--- src/rtl/loader_pkg.sv ---
// Shared types and constants for the program loader.
package loader_pkg;

    typedef enum logic [1:0] {IDLE, LOAD, RUN, FIN} ldr_state_t;

    localparam int unsigned TIMER_W = 16;

endpackage

--- src/rtl/loader_timer.sv ---
// RUN-phase cycle counter: synchronous clear, count enable, terminal-count flag.
module loader_timer
    import loader_pkg::*;
#(
    parameter int unsigned TIMEOUT = 4096
) (
    input  logic               clk,
    input  logic               reset,
    input  logic               clear,
    input  logic               en,
    output logic [TIMER_W-1:0] count,
    output logic               tc
);

    always_ff @(posedge clk) begin
        if (reset || clear) begin
            count <= '0;
        end else if (en) begin
            count <= count + 1'b1;
        end
    end

    assign tc = (count == TIMER_W'(TIMEOUT - 1));

endmodule

--- src/rtl/prog_loader.sv ---
// Streams a byte image into data memory, then runs the core until done or timeout.
// Optional LOADER_CSUM_EN adds a load_csum port carrying the XOR of the loaded bytes.
module prog_loader
    import loader_pkg::*;
#(
    parameter int unsigned AW        = 8,
    parameter int unsigned LOAD_BASE = 0,
    parameter int unsigned TIMEOUT   = 4096
) (
    input  logic          clk,
    input  logic          reset,
    input  logic          req,
    input  logic          in_valid,
    input  logic [7:0]    in_data,
    input  logic          in_last,
    output logic          in_ready,
    output logic          mem_wr_en,
    output logic [AW-1:0] mem_addr,
    output logic [7:0]    mem_dat,
    output logic          core_reset,
    input  logic          core_done,
    output logic          done,
    output logic          timed_out,
    output logic [AW:0]   load_count
`ifdef LOADER_CSUM_EN
    ,
    output logic [7:0]    load_csum
`endif
);

    localparam logic [AW:0] LAST_BEFORE_FULL = {1'b0, {AW{1'b1}}};

    ldr_state_t         state;
    logic [AW-1:0]      addr;
    logic               beat;
    logic [TIMER_W-1:0] run_cycles;
    logic               timer_tc;

    assign in_ready  = (state == LOAD);
    assign beat      = in_valid & in_ready;
    assign mem_wr_en = beat;
    assign mem_addr  = addr;
    assign mem_dat   = in_data;

    loader_timer #(
        .TIMEOUT (TIMEOUT)
    ) u_timer (
        .clk   (clk),
        .reset (reset),
        .clear (state != RUN),
        .en    (state == RUN),
        .count (run_cycles),
        .tc    (timer_tc)
    );

    always_ff @(posedge clk) begin
        if (reset) begin
            state      <= IDLE;
            addr       <= AW'(LOAD_BASE);
            core_reset <= 1'b1;
            done       <= 1'b0;
            timed_out  <= 1'b0;
            load_count <= '0;
        end else begin
            unique case (state)
                IDLE: begin
                    if (req) begin
                        state      <= LOAD;
                        addr       <= AW'(LOAD_BASE);
                        load_count <= '0;
                    end
                end
                LOAD: begin
                    if (beat) begin
                        addr       <= addr + 1'b1;
                        load_count <= load_count + 1'b1;
                        // Leave on the last byte or once every address has been written.
                        if (in_last || load_count == LAST_BEFORE_FULL) begin
                            state      <= RUN;
                            core_reset <= 1'b0;
                        end
                    end
                end
                RUN: begin
                    // First RUN cycle ignores core_done while the core's PC settles.
                    if (core_done && run_cycles != '0) begin
                        state      <= FIN;
                        done       <= 1'b1;
                        timed_out  <= 1'b0;
                        core_reset <= 1'b1;
                    end else if (timer_tc) begin
                        state      <= FIN;
                        done       <= 1'b1;
                        timed_out  <= 1'b1;
                        core_reset <= 1'b1;
                    end
                end
                FIN: begin
                    if (!req) begin
                        state     <= IDLE;
                        done      <= 1'b0;
                        timed_out <= 1'b0;
                    end
                end
                default: state <= IDLE;
            endcase
        end
    end

`ifdef LOADER_CSUM_EN
    always_ff @(posedge clk) begin
        if (reset) begin
            load_csum <= '0;
        end else if (state == IDLE && req) begin
            load_csum <= '0;
        end else if (beat) begin
            load_csum <= load_csum ^ in_data;
        end
    end
`endif

endmodule

--- config.mk ---
export PLATFORM = sky130hd
export DESIGN_NAME = prog_loader
export DESIGN_NICKNAME = d
export VERILOG_FILES = /design/src/rtl/loader_pkg.sv /design/src/rtl/loader_timer.sv /design/src/rtl/prog_loader.sv
export SDC_FILE = /design/constraint.sdc
export NUM_CORES = 1
export LEC_CHECK = 0
export ABC_AREA = 1
export CAP_MARGIN = 20
export CORE_UTILIZATION = 35
export CTS_CLUSTER_DIAMETER = 120
export DETAILED_ROUTE_END_ITERATION = 16
export SLEW_MARGIN = 20
export SYNTH_ARGS = -nofsm -noshare
export SYNTH_HDL_FRONTEND = slang
export SYNTH_SLANG_ARGS = --single-unit
--- constraint.sdc ---
create_clock -name clk -period 1.6 [get_ports clk]
set_input_delay 0.48 -clock clk [delete_from_list [all_inputs] [get_ports clk]]
set_output_delay 0.48 -clock clk [all_outputs]
set_load 0.05 [all_outputs]
## Yosys cells after proc, flatten, opt, wreduce, memory -nomap -nowiden

Cells that the tools add are included.

| word-level totals | value |
|---|---|
| word-level logic and storage cells | 56 |
| output and inout port bits | 30 |
| register bits | 38 |

| operators by class | value |
|---|---|
| multiplexer cells | 22 |
| equal/unequal tests | 11 |
| add/subtract/negate cells | 3 |
| reductions and logical operators | 12 |
| bitwise gates (word level) | 1 |

Operators with widths:

| kind | count |
|---|---|
| two-way mux 9 bit | 2 |
| case mux 9 bit (2 select lines) | 1 |
| adder 16 x 1 -> 16 bit (second input constant) | 1 |
| == test 16 x 12 -> 1 bit (second input constant) | 1 |
| two-way mux 8 bit | 2 |
| case mux 8 bit (2 select lines) | 1 |
| nonzero test 16 bit | 1 |
| two-way mux 2 bit | 6 |
| adder 9 x 1 -> 9 bit (second input constant) | 1 |
| == test 9 x 8 -> 1 bit (second input constant) | 1 |
| adder 8 x 1 -> 8 bit (second input constant) | 1 |
| case mux 2 bit (4 select lines) | 1 |
| two-way mux 1 bit | 6 |
| != test 2 bit (second input constant) | 3 |
| case mux 1 bit (2 select lines) | 3 |
| AND reduction 3 bit | 2 |
| nonzero test 2 bit | 3 |
| AND reduction 5 bit | 1 |
| == test 2 bit (second input constant) | 2 |
| != test 2 x 1 -> 1 bit (second input constant) | 2 |
| AND reduction 4 bit | 1 |
| != test 3 bit (second input constant) | 1 |
| == test 2 x 1 -> 1 bit (second input constant) | 1 |
| logical NOT 2 bit | 1 |
| 3 further kinds | 4 |

## Logic depth before layout (Yosys ltp)

Gate-level depths: netlist of the first run.

| logic depth | value |
|---|---|
| depth after elaboration | 5 |
| mapped depth | 12 |
| mapped depth without buffers | 12 |

## Cells and area by module

Synthesis of the first run repeated with hierarchy kept, for this count alone.

| unflattened totals | value |
|---|---|
| cells, all modules | 311 |
| area, all modules | 2178.3 sq um |

By module, submodules not included:

| module | cells each | instances | area an instance (sq um) |
|---|---|---|---|
| prog_loader | 179 | 1 | 1270.0 |
| loader_timer | 132 | 1 | 908.4 |

## Worst setup path after synthesis of the first run

Ideal clock, no wire load.

| timing | value |
|---|---|
| path kind | register to register |
| start point | register state[1] |
| end point | register load_count[0] |
| arrival | 1.894 ns |
| clock period less this slack | 1.964 ns |
| library setup time | 0.070 ns |
| path slack | -0.364 ns |
| stages on the path, launching flop included | 9 |
| cells stage by stage | dfxtp_1 -> inv_1 -> ha_1 -> nand2_1 -> inv_1 -> nand2_1 -> inv_1 -> o21ai_0 -> a21oi_1 |

| on the way | value |
|---|---|
| longest elaborated chain between the ends | 4 |

Ends and longest elaborated chain:

| item | line | source |
|---|---|---|
| start: declaration | prog_loader.sv:33 | `ldr_state_t state;` |
| start signal: assignment | prog_loader.sv:58 | `state <= IDLE;` |
| start signal: assignment | prog_loader.sv:68 | `state <= LOAD;` |
| start signal: assignment | prog_loader.sv:79 | `state <= RUN;` |
| == test 2 x 1 -> 1 bit | prog_loader.sv:39 | `assign in_ready = (state == LOAD);` |
| named net in_ready | prog_loader.sv:16 | `output logic in_ready,` |
| bitwise AND 1 bit | prog_loader.sv:40 | `assign beat = in_valid & in_ready;` |
| named net mem_wr_en | prog_loader.sv:17 | `output logic mem_wr_en,` |
| != test 2 x 1 -> 1 bit (no source line) | - |  |
| AND reduction 3 bit (no source line) | - |  |
| end signal: assignment | prog_loader.sv:76 | `load_count <= load_count + 1'b1;` |
| end: declaration | prog_loader.sv:24 | `output logic [AW:0] load_count` |

The timed path passes the listed nets, and every way through them passes these cells.
A chain may end at the register's enable or synchronous reset.

## Final worst setup path of the first run

| timing | value |
|---|---|
| start point | register state[1] |
| end point | output port mem_wr_en |

| on the way | value |
|---|---|
| longest elaborated chain between the ends | 2 |

Ends and longest elaborated chain:

| item | line |
|---|---|
| == test 2 x 1 -> 1 bit | prog_loader.sv:39 |
| bitwise AND 1 bit | prog_loader.sv:40 |
| end: declaration | prog_loader.sv:17 |

No other way between the ends.

==> results.py, run 1 <==
metrics = {
    "outcome": {
        "status": "finished, violations left",
        "failed_checks": "negative setup slack",
    },
    "yosys": {
        "seq_area_frac_synth": 0.3838,
        "yosysTopAreaCell": "dfxtp_1",
        "yosysWarnings": 0,
        "yosys-top-cells-area": "dfxtp_1, nand2_1, nor2_1, inv_1, a21oi_1",
        "syn-instance-count": 284,
        "avgSynthCellArea_um2": 6.979,
        "syn-num-nets": 307,
        "synth_cell_types": 30,
        "synthDominantCellAreaShare": 0.3838,
        "synth_area_um2": 1982,
        "ys_seq_elements": 38,
    },
    "die": {
        "die_y_um": 77.25,
        "fp.dieArea_um2": 5968,
        "pin_count": 44,
        "row_count": 27,
        "die-width_um": 77.25,
        "initial_core_util": 0.3621,
        "coreArea_um2": 5473,
    },
    "cells_and_area": {
        "layout.cells.non_filler": 418,
        "layout_common_cells": "nand2_1, nor2_1, inv_1, buf_4, dfxtp_1",
        "nNetsFinal": 368,
        "utilization": 0.5640,
        "seq_area_um2": 779.5,
        "multi_input_area_um2": 1146,
        "fillerInstances": 515,
        "layout_commonest_cell": "nand2_1",
        "drive_above_1_share": 0.3410,
        "syn_to_final_growth_pct": 55.74,
        "antenna-diode-count": 0,
    },
    "clock_network": {
        "cts_made_buffers": 5,
        "worstSkewPairLatency_ns": 0.30,
        "cts_tree": "yes",
        "hold_buffers": 0,
        "clock_sinks": 38,
        "root_buffer": "clkbuf_8",
        "clock_path_buffers": 2,
        "htree_levels": 2,
        "clk_pin_slew_worst_paths_ns": 0.08,
    },
    "timing": {
        "min_period_over_period": 1.041,
        "min_period_ns": 1.666,
        "setup_violations": 3,
        "worstMarginPinSlew_ns": 0.4197,
        "rsz0062_at_grt": "true",
        "fmax_mhz": 600.1,
        "finalHoldViolations": 0,
        "slew_headroom": 0.7180,
        "clock_skew_ns": 0.01085,
        "holdWs_ns": 0.4786,
        "slew_violations": 0,
        "finalWorstSetupSlack_ns": -0.06638,
    },
    "pwr": {
        "total_power_uw": 4198,
        "cellPowerDensity_nw_per_um2": 1360,
        "leakage_uw": 0.001246,
        "vdd_ir_drop_max_uv": 946.0,
    },
    "routing": {
        "postRouteWirelength_um": 4726,
        "avgViaCountPerCell": 4.663,
        "wire_per_inst_um": 11.31,
        "ant_nets": 0,
        "drt-initial-drc-count": 42,
        "num_vias": 1949,
        "drc": 0,
        "firstDrtPassIters": 4,
    },
    "setup_path": {
        "worstSetupPathType": "reg2out",
        "crit_required_ns": 1.12,
        "crit_chain": "inv_2, ha_4, nand2_4, clkinvlp_4, buf_12",
        "arrival_ns": 1.19,
        "endpoint_kind": "output port",
        "critPathBufInv": 3,
        "crit_path_max_fanout": 4,
        "crit_path_max_incr_delay_ns": 0.34,
        "cp.depth": 5,
        "cp-start-kind": "flop",
        "ff2ff_path_depth": 13,
        "worst_path_max_delay_cell": "dfxtp_2",
        "cp_top_family": "flip-flops",
    },
    "global_route": {
        "first_global_vias": 1816,
        "antenna_found_initial": 0,
        "gr-total-overflow": 0,
        "grt_max_degree": 13,
        "grt_pass1_wl_um": 7831,
        "track_usage": 0.1647,
    },
    "run": {
        "maxCapViolCount": 0,
    },
    "place": {
        "gp_congestion": 0.7973,
        "io_buffer_count": 27,
        "place_hpwl_um": 3531,
        "dp.cells": 400,
    },
    "min_path": {
        "hold_class": "reg2reg",
        "holdPathStages": 2,
    },
}
[layout make-up]
class	instances	area share
tap	72	0.02919
inverter	41	0.05270
timing repair buffer	63	0.2481
multi-input combinational	196	0.3713
clock buffer	6	0.02675
clock inverter	2	0.01946
sequential	38	0.2525
[cells in the mapped netlist, drive strengths merged]
cell / count
buf: 8
nor2: 46
a211oi: 1
and2: 1
nand2: 61
nor3: 11
and3: 1
o21a: 1
nor4: 1
o22ai: 1
a31oi: 1
nand4: 5
ha: 9
nor3b: 1
dfxtp: 38
inv: 41
o21ai: 14
a21oi: 25
nand3: 16
clkbuf: 1
xnor2: 1
[metrics by stage]
stage / TNS [ns] / worst slack (ns) / area (um^2)
finish: -0.1044 / -0.06638 / 3087
detailed placement: -5.578 / -0.4116 / 2729
CTS: -0.08966 / -0.06903 / 2947
floorplan: 0 / 0.01409 / 2017
global placement: -4.961 / -0.3744 / 2729
global route: -1.214 / -0.1402 / 3087
[final timing paths]
path | endpoint | startpoint | slack, ns
hold / removal | load_count[4] | load_count[4] | 0.48
hold reg to reg | load_count[4] | load_count[4] | 0.48
setup / recovery | mem_wr_en | state[1] | -0.07
setup reg to reg | load_count[6] | state[1] | -0.02
[what timing repair did]
item | 4_1_cts | 5_1_grt
hold endpoints to repair | 0 | 0
endpoints found under the setup margin | 11 | 21
setup buffers | 7 | 3
pin swaps | 5 | 2
gates resized for setup | 9 | 34
[worst min-delay path: stages (launching register included)]
cell	delay (ns)
dfxtp_2	0.34
inv_1	0.06
a21oi_2	0.04
[power by group]
part / switching (uW) / internal (uW)
clock: 358 / 665
combinational: 1110 / 950
sequential: 82.8 / 1030
[registers in the layout, summed over array words and instances, names as in the netlist]
name	cells
state	2
timed_out	1
core_reset	1
load_count	9
mem_addr	8
done	1
u_timer.count	16
[per-layer routing]
layer / track usage / routed length, um / vias to the layer above / part of all wire
li1: - / - / 1027 / -
met1: 0.1945 / 2138 / 881 / 0.45
met2: 0.2858 / 2323 / 33 / 0.49
met3: 0.04405 / 206 / 8 / 0.044
met4: 0.05472 / 58 / 0 / 0.012
met5: 0 / 0 / - / 0
[logic make-up after synthesis]
family | share of synthesized area
AO/OA/AOI/OAI | 0.1181
XOR/XNOR | 0.004420
adder cells (fa/ha/maj) | 0.05682
buffers and inverters | 0.1111
flip-flops | 0.3838
AND/OR/NAND/NOR | 0.3258
(Power assumes the default switching activity.)
==> run 2, diff against run 1 <==
==> constraint.sdc (replaced) <==
create_clock -name clk -period 1.6 [get_ports clk]
set_input_delay 0.24 -clock clk [delete_from_list [all_inputs] [get_ports clk]]
set_output_delay 0.24 -clock clk [all_outputs]
set_load 0.05 [all_outputs]
==> run 2 against run 1 <==
Against the previous run:
- the run now ends clean
- core utilization down 7.1 points
- power shrank 16%
- design area down 13%
- maximum frequency up 5.0%
- clock power decreased by 38%
- die area unchanged
- clock skew down 0.0068 ns
- worst setup slack improved by 0.080 ns
- register-to-register slack better by 0.07 ns
==> results.py, run 2 (synthesis gave the netlist of run 1 again) <==
metrics = {
    "timing": {
        "fmax_mhz": 630.3,
        "finalHoldViolations": 0,
        "slew_violations": 0,
        "min_period_ns": 1.587,
        "finalWorstSetupSlack_ns": 0.01336,
        "holdWs_ns": 0.4607,
        "clock_skew_ns": 0.004094,
        "min_period_over_period": 0.9916,
        "setup_violations": 0,
        "slew_headroom": 0.7419,
        "rsz0062_at_grt": "true",
        "worstMarginPinSlew_ns": 0.3842,
    },
    "global_route": {
        "gr-total-overflow": 0,
        "grt_pass1_wl_um": 7465,
        "track_usage": 0.1570,
        "first_global_vias": 1784,
        "antenna_found_initial": 0,
        "grt_max_degree": 12,
    },
    "setup_path": {
        "endpoint_kind": "output port",
        "crit_chain": "buf_6, ha_4, buf_6, nand2_4, clkinvlp_4, buf_12",
        "cpMostUsedCell": "buf_6",
        "arrival_ns": 1.35,
        "crit_required_ns": 1.36,
        "worstSetupPathType": "reg2out",
        "cp-start-kind": "flop",
        "crit_path_max_fanout": 4,
        "crit_path_max_incr_delay_ns": 0.34,
        "worst_path_max_delay_cell": "dfxtp_2",
    },
    "clock_network": {
        "cts_tree": "yes",
        "clock_path_buffers": 2,
        "cts_made_buffers": 5,
        "worstSkewPairLatency_ns": 0.29,
        "clk_pin_slew_worst_paths_ns": 0.07,
        "htree_levels": 2,
        "clock_sinks": 38,
        "root_buffer": "clkbuf_8",
    },
    "routing": {
        "ant_nets": 0,
        "avgViaCountPerCell": 4.619,
        "postRouteWirelength_um": 4321,
        "num_vias": 1880,
        "drt-initial-drc-count": 49,
        "firstDrtPassIters": 4,
        "wire_per_inst_um": 10.62,
        "drc": 0,
    },
    "cells_and_area": {
        "multi_input_area_um2": 1142,
        "layout_common_cells": "nand2_1, buf_4, nor2_1, inv_1, dfxtp_1",
        "top_register": "u_timer.count",
        "antenna-diode-count": 0,
        "utilization": 0.4927,
        "layout_commonest_cell": "nand2_1",
        "largest_register_ffs": 16,
        "drive_above_1_share": 0.2925,
        "layout.cells.non_filler": 407,
        "fillerInstances": 563,
        "nNetsFinal": 357,
        "syn_to_final_growth_pct": 36.05,
        "seq_area_um2": 779.5,
    },
    "place": {
        "place_ws_ns": -0.1819,
        "gp_congestion": 0.7982,
        "dp.cells": 395,
        "place_hpwl_um": 3318,
        "io_buffer_count": 27,
    },
    "die": {
        "pin_count": 44,
        "coreArea_um2": 5473,
        "initial_core_util": 0.3621,
        "die-width_um": 77.25,
        "die_y_um": 77.25,
        "fp.dieArea_um2": 5968,
        "row_count": 27,
    },
    "run": {
        "maxCapViolCount": 0,
    },
    "pwr": {
        "cellPowerDensity_nw_per_um2": 1309,
        "total_power_uw": 3529,
        "leakage_uw": 0.001126,
        "vdd_ir_drop_max_uv": 683.9,
    },
    "min_path": {
        "hold_class": "reg2reg",
    },
    "outcome": {
        "status": "finished, final reports clean",
    },
}
-- run 2: changes by cell type in the layout (fill, tap and decap cells not counted), moves of 3 or more --
cell and delta:
nand2_4 +3, nand2_2 -5, buf_4 +8, buf_12 -20, clkbuf_1 +3
-- run 2: layout make-up --
cell class                      count  share of cell area
Clock buffer                        8             0.02970
Inverter                           41             0.06125
Multi-Input combinational cell    196              0.4237
Sequential cell                    38              0.2891
Tap cell                           72             0.03341
Timing Repair Buffer               52              0.1629
-- run 2: routing by layer --
layer,global-route usage,part of all wire
met1,0.1940,0.46
met2,0.2584,0.47
met3,0.04167,0.049
met4,0.06038,0.017
met5,0,0
-- run 2: path summary, 6_finish.rpt --
check	startpoint	endpoint	slack (ns)	cells after the start
setup / recovery	state[0]	mem_wr_en	0.01	6
hold / removal	mem_addr[7]	mem_addr[7]	0.46	2
setup reg to reg	state[0]	load_count[5]	0.05	9
hold reg to reg	mem_addr[7]	mem_addr[7]	0.46	2
-- run 2: stage by stage --
step | setup TNS [ns] | area [um^2]
floorplan | 0 | 2017
global placement | -0.9549 | 2441
detailed placement | -1.332 | 2441
CTS | -0.007358 | 2570
global route | -0.3423 | 2696
finish | 0 | 2696
-- run 2: critical path, delay by kind of cell, from the launching register on --
| family | cells | cell delay [ns] |
|---|---|---|
| buffers and inverters | 4 | 0.48 |
| DFF | 1 | 0.34 |
| adders and majority gates | 1 | 0.17 |
| and+or+nand+nor | 1 | 0.06 |
-- run 2: report_power, final --
| part | total (uW) | switching (uW) | internal [uW] |
|---|---|---|---|
| clock | 634 | 325 | 310 |
| combinational | 1800 | 1060 | 733 |
| sequential | 1100 | 63.8 | 1030 |
| total | 3530 | 1450 | 2080 |
-- run 2: what timing repair did --
action	CTS	global route
setup buffers	4	0
endpoints found under the setup margin	4	19
resized for setup	5	33
pin swaps	1	10
cloned	0	0
hold buffers	0	0
